===== src/rtl/key_search_ctrl.sv =====
// key_search_ctrl
//
// Brute-force key-search controller for the RC4 decrypt core. For each
// candidate key it launches one decryption, waits for the core to finish,
// then scans the decrypted-message RAM one byte at a time. A key is accepted
// when every byte is lowercase ASCII (8'h61..8'h7A) or space (8'h20);
// otherwise the key is incremented and the core relaunched, until a key is
// accepted (FOUND) or KEY_MAX has been rejected (FAIL).
//
// Optional feature macro: KEY_SEARCH_EARLY_ABORT_EN
//   defined   - the scan stops at the first invalid byte and moves to the
//               next key immediately.
//   undefined - all MSG_LEN bytes are always scanned; the decision is made
//               at the last byte.
//   The accepted key is the same either way; only the cycle count differs.
//
// Ports:
//   clk           in   system clock, rising edge
//   reset         in   asynchronous active-high reset, forces IDLE
//   start         in   begin a search (sampled only in IDLE/FOUND/FAIL)
//   secret_key    out  current candidate key (24 bits) to the decrypt core
//   crack_start   out  one-cycle pulse launching the decrypt core
//   crack_done    in   one-cycle pulse: decrypted RAM is complete
//   decrypted_adr out  read address into the decrypted RAM
//   decrypted_q   in   RAM read data, valid one cycle after the address
//   busy          out  high while a search is in progress
//   key_found     out  high in FOUND
//   key_fail      out  high in FAIL
//
// Every output is a register; no input reaches an output combinationally.

module key_search_ctrl #(
    parameter int          MSG_LEN = 32,
    parameter logic [23:0] KEY_MIN = 24'h000000,
    parameter logic [23:0] KEY_MAX = 24'h3FFFFF
) (
    input  logic                       clk,
    input  logic                       reset,
    input  logic                       start,
    output logic [23:0]                secret_key,
    output logic                       crack_start,
    input  logic                       crack_done,
    output logic [$clog2(MSG_LEN)-1:0] decrypted_adr,
    input  logic [7:0]                 decrypted_q,
    output logic                       busy,
    output logic                       key_found,
    output logic                       key_fail
);

    localparam int            AW       = $clog2(MSG_LEN);
    localparam logic [AW-1:0] LAST_IDX = AW'(MSG_LEN - 1);

    typedef enum logic [3:0] {
        IDLE,
        LAUNCH,
        WAIT_DONE,
        RD_ADR,
        RD_WAIT,
        CHECK,
        NEXT_KEY,
        FOUND,
        FAIL
    } state_t;

    state_t        state_reg;
    logic [AW-1:0] idx_reg;
    logic          bad_reg;

    logic byte_bad;
    logic scan_bad;
    logic last_byte;
    logic abort_now;

    // Byte classification is only consumed inside CHECK, where the RAM data
    // for the current index is stable (address held since RD_ADR).
    assign byte_bad  = !(((decrypted_q >= 8'h61) && (decrypted_q <= 8'h7A)) ||
                         (decrypted_q == 8'h20));
    assign scan_bad  = bad_reg | byte_bad;
    assign last_byte = (idx_reg == LAST_IDX);

`ifdef KEY_SEARCH_EARLY_ABORT_EN
    assign abort_now = byte_bad;
`else
    assign abort_now = 1'b0;
`endif

    always_ff @(posedge clk or posedge reset) begin
        if (reset) begin
            state_reg     <= IDLE;
            secret_key    <= 24'h000000;
            crack_start   <= 1'b0;
            decrypted_adr <= '0;
            busy          <= 1'b0;
            key_found     <= 1'b0;
            key_fail      <= 1'b0;
            idx_reg       <= '0;
            bad_reg       <= 1'b0;
        end else begin
            // crack_start is only ever high for the single LAUNCH cycle.
            crack_start <= 1'b0;

            case (state_reg)
                IDLE, FOUND, FAIL: begin
                    if (start) begin
                        state_reg   <= LAUNCH;
                        secret_key  <= KEY_MIN;
                        idx_reg     <= '0;
                        bad_reg     <= 1'b0;
                        crack_start <= 1'b1;
                        busy        <= 1'b1;
                        key_found   <= 1'b0;
                        key_fail    <= 1'b0;
                    end
                end

                LAUNCH: begin
                    state_reg <= WAIT_DONE;
                end

                WAIT_DONE: begin
                    if (crack_done) begin
                        state_reg     <= RD_ADR;
                        idx_reg       <= '0;
                        decrypted_adr <= '0;
                    end
                end

                // The address register is loaded on entry to RD_ADR, so it
                // is on the bus for the whole RD_ADR cycle; RD_WAIT covers
                // the RAM's registered read.
                RD_ADR: begin
                    state_reg <= RD_WAIT;
                end

                RD_WAIT: begin
                    state_reg <= CHECK;
                end

                CHECK: begin
                    bad_reg <= scan_bad;
                    if (abort_now || (last_byte && scan_bad)) begin
                        state_reg <= NEXT_KEY;
                    end else if (last_byte) begin
                        state_reg <= FOUND;
                        busy      <= 1'b0;
                        key_found <= 1'b1;
                    end else begin
                        state_reg     <= RD_ADR;
                        idx_reg       <= idx_reg + 1'b1;
                        decrypted_adr <= idx_reg + 1'b1;
                    end
                end

                NEXT_KEY: begin
                    if (secret_key == KEY_MAX) begin
                        // Range exhausted: the key stays at KEY_MAX.
                        state_reg <= FAIL;
                        busy      <= 1'b0;
                        key_fail  <= 1'b1;
                    end else begin
                        state_reg   <= LAUNCH;
                        secret_key  <= secret_key + 24'd1;
                        idx_reg     <= '0;
                        bad_reg     <= 1'b0;
                        crack_start <= 1'b1;
                    end
                end

                default: begin
                    state_reg <= IDLE;
                end
            endcase
        end
    end

endmodule


===== config.mk =====
export PLATFORM = sky130hd
export DESIGN_NAME = key_search_ctrl
export DESIGN_NICKNAME = d
export VERILOG_FILES = /design/src/rtl/key_search_ctrl.sv
export SDC_FILE = /design/constraint.sdc
export NUM_CORES = 1
export LEC_CHECK = 0
export CORE_UTILIZATION = 52
export CTS_CLUSTER_DIAMETER = 80
export DETAILED_ROUTE_END_ITERATION = 8
export PLACE_DENSITY = 0.75
export SLEW_MARGIN = 20
export SYNTH_ARGS = -nofsm -noshare
export SYNTH_HDL_FRONTEND = slang
export SYNTH_SLANG_ARGS = --single-unit
export TNS_END_PERCENT = 100

===== constraint.sdc =====
create_clock -name clk -period 3.03 [get_ports clk]
set_clock_uncertainty 0.15 [all_clocks]
set_input_delay 0.606 -clock clk [delete_from_list [all_inputs] [get_ports clk]]
set_output_delay 0.606 -clock clk [all_outputs]
set_load 0.01 [all_outputs]

==> run summary <==
fin crit period = 2.52 ns
library cells used by synthesis = 50
Final Cycle Share = 83.2%
cell mode on critical path = ha_1
GPL Wtd Cong = 0.861
final antenna-violating net count = 0
Power, Total = 1.87 mW
DR WL/cell = 15.6 um
slowest cell on the critical path = or3_1
Util after Layout = 67.4%
# resized after CTS = 0
clk_lat worst skew = 0.29 ns
Tot GR Track Use = 22.6%
Clock Tree Root = clkbuf_8
total grt overflow = 0
RSZ-0062 raised after global routing = no
Leakage = 1.28 nW
clk slew on worst S/H paths = 0.08 ns
worst relative slew slack = 61.3%
ys flop type = dfrtp_1
crit-path max FO = 6
vias in the first global route = 1,931
violations in the final reports = design-rule violations
fmax = 397 MHz
Max Slew Vio Count = 0
critical path type = register to register
Setup crit end kind = register
ys async rst share = 100%
area of the mapped netlist = 2450 um^2
Residual DRC = 8
clock sink count = 43
final setup TNS = 0 ns
Vias per Instance = 6.06
FF-to-FF Start = idx_reg[0]
PortBufs = 44
startpoint types = register
r2r setup slk = 0.51 ns
dpl cell area = 2910 um^2
die width = 70.7 um
WP data arrival = 2.55 ns
Max VDD drop = 0.333 mV
status = finished with violations
1st-iter DRT viols = 112
number of synthesized flops with an enable pin = 0
cts hold-fix bufs = 0
Multi-input gate area = 1260 um^2
CTS tree = yes
WP data required = 3.06 ns
Longest Clk Path Bufs = 2
synth warn = 0
synth top area cells = dfrtp_1 (44%), xor2_1 (3.6%), nand3_1 (3.5%)
crit path launch = idx_reg[0]
worst hold path class = register to register
Starting Density = 55.2%
worst-margin pin slew = 0.580 ns
die height = 70.7 um
Syn Area/Cell = 9.78 um^2
H-tree level count = 2
n_diodes = 0
endpoints failing hold = 0
vias = 2,108
drt first pass iters = 6
WHS = 0.332 ns
Boundary Pins = 45
top cell type's share of synthesized area = 43.8%
worst-path cell chain = ha_1 > and3_1 > ha_1 > nor2b_1 > o21ai_0 > o311a_1 > or3_1 > mux2_2
FILL cells = 370
final net count = 310
register area = 1080 um^2
DRT Wirelength = 5430 um
# Post-CTS Setup Buffers = 0
Num CTS Buffers = 5
Syn Nets = 266
power per cell area = 626 nW/um^2
layout cells sized above 1 = 7.77%
antenna violations before repair = 0
Worst Hold Launch = decrypted_adr[3]
Synth-to-Final Area Change = 22.0%
CP max stage delay = 0.48 ns
pin count of the biggest net entering global routing = 44
first-pass GRT wire length = 8930 um
post-route cell area = 3000 um^2
maxcap violations = 0
Core Region = 4440 um^2
DIE AREA = 5000 um^2
DP HPWL = 3870 um
Final setup viols = 0
max FFs per register = 24
synthesized flop and latch total = 43
Mapped Cells = 251
post-synthesis sequential area ratio = 43.8%
cell taking the most area after synthesis = dfrtp_1
Core Rows = 24
## power by group
group / leakage, nW / internal [mW] / switching, mW
combinational: 0.657 / 0.337 / 0.327
clock: 0.0412 / 0.161 / 0.187
sequential: 0.579 / 0.684 / 0.178
## worst max-delay path: cells and delay by family (launching register included)
kind | cells | cell delay (ns)
AOI/OAI and AO/OA | 2 | 0.22
DFF | 1 | 0.42
adders and majority gates | 2 | 0.48
and+or+nand+nor | 3 | 0.83
muxes | 1 | 0.30
## metrics by stage
step,std cells,setup WS (ns)
final,348,0.510
after global routing,348,0.422
after CTS,348,0.521
after detailed placement,340,0.315
after global placement,340,0.353
after floorplan,251,0.711
## cells in the mapped netlist (3+ instances only)
library cell,number
a21o_1,6
a21oi_1,7
and3_1,7
buf_2,3
buf_6,4
dfrtp_1,43
ha_1,3
inv_1,10
nand2_1,18
nand2b_1,3
nand3_1,17
nand4_1,8
nor2_1,19
nor2b_1,4
nor3_1,3
nor3b_1,3
nor4_1,4
o211ai_1,10
o21ai_0,14
o311ai_0,3
o31ai_1,6
or3_1,6
or4_1,4
xor2_1,10
## cells by family after synthesis
kind of cell             count (synthesis)  share of synthesized area (%)
flip-flops                              43                           43.8
multiplexers                             3                           1.27
AO/OA/AOI/OAI                           60                           17.1
adder cells (fa/ha/maj)                  3                           1.53
AND/OR/NAND/NOR                        109                           27.2
XOR/XNOR                                12                           4.28
buffers and inverters                   21                           4.79
## cell usage in the layout, fill, tap and decap left out, types with 8 or more instances in the layout
cell type / Yosys / final
clkdlybuf4s50_1: 0 / 44
dfrtp_1: 43 / 43
nor2_1: 19 / 19
nand2_1: 18 / 18
nand3_1: 17 / 17
o21ai_0: 14 / 14
inv_1: 10 / 10
xor2_1: 10 / 10
o211ai_1: 10 / 10
nand4_1: 8 / 8
## final timing paths
path,end,depth (start not counted)
max,idx_reg[0],8
min reg2reg,decrypted_adr[3],1
min in group asynchronous,secret_key[21],3
max reg2reg,idx_reg[0],8
min,decrypted_adr[3],1
max in group asynchronous,secret_key[13],3
## final cells by class
class                      instances  share of cell area, %
multi-input combinational        187                   42.1
sequential                        43                   35.9
timing repair buffer              48                   15.7
clock buffer                       6                   2.42
tap                               52                   2.17
inverter                          10                   1.25
clock inverter                     2                  0.418
## metal layers
metal / track usage (%) / up-vias / share of wire, %
li1: - / 1022 / -
met4: 9.78 / 0 / 1.6
met3: 4.27 / 8 / 5.5
met1: 31.3 / 1019 / 46
met5: 0 / - / 0
met2: 34.8 / 59 / 47
(Power assumes the default switching activity.)
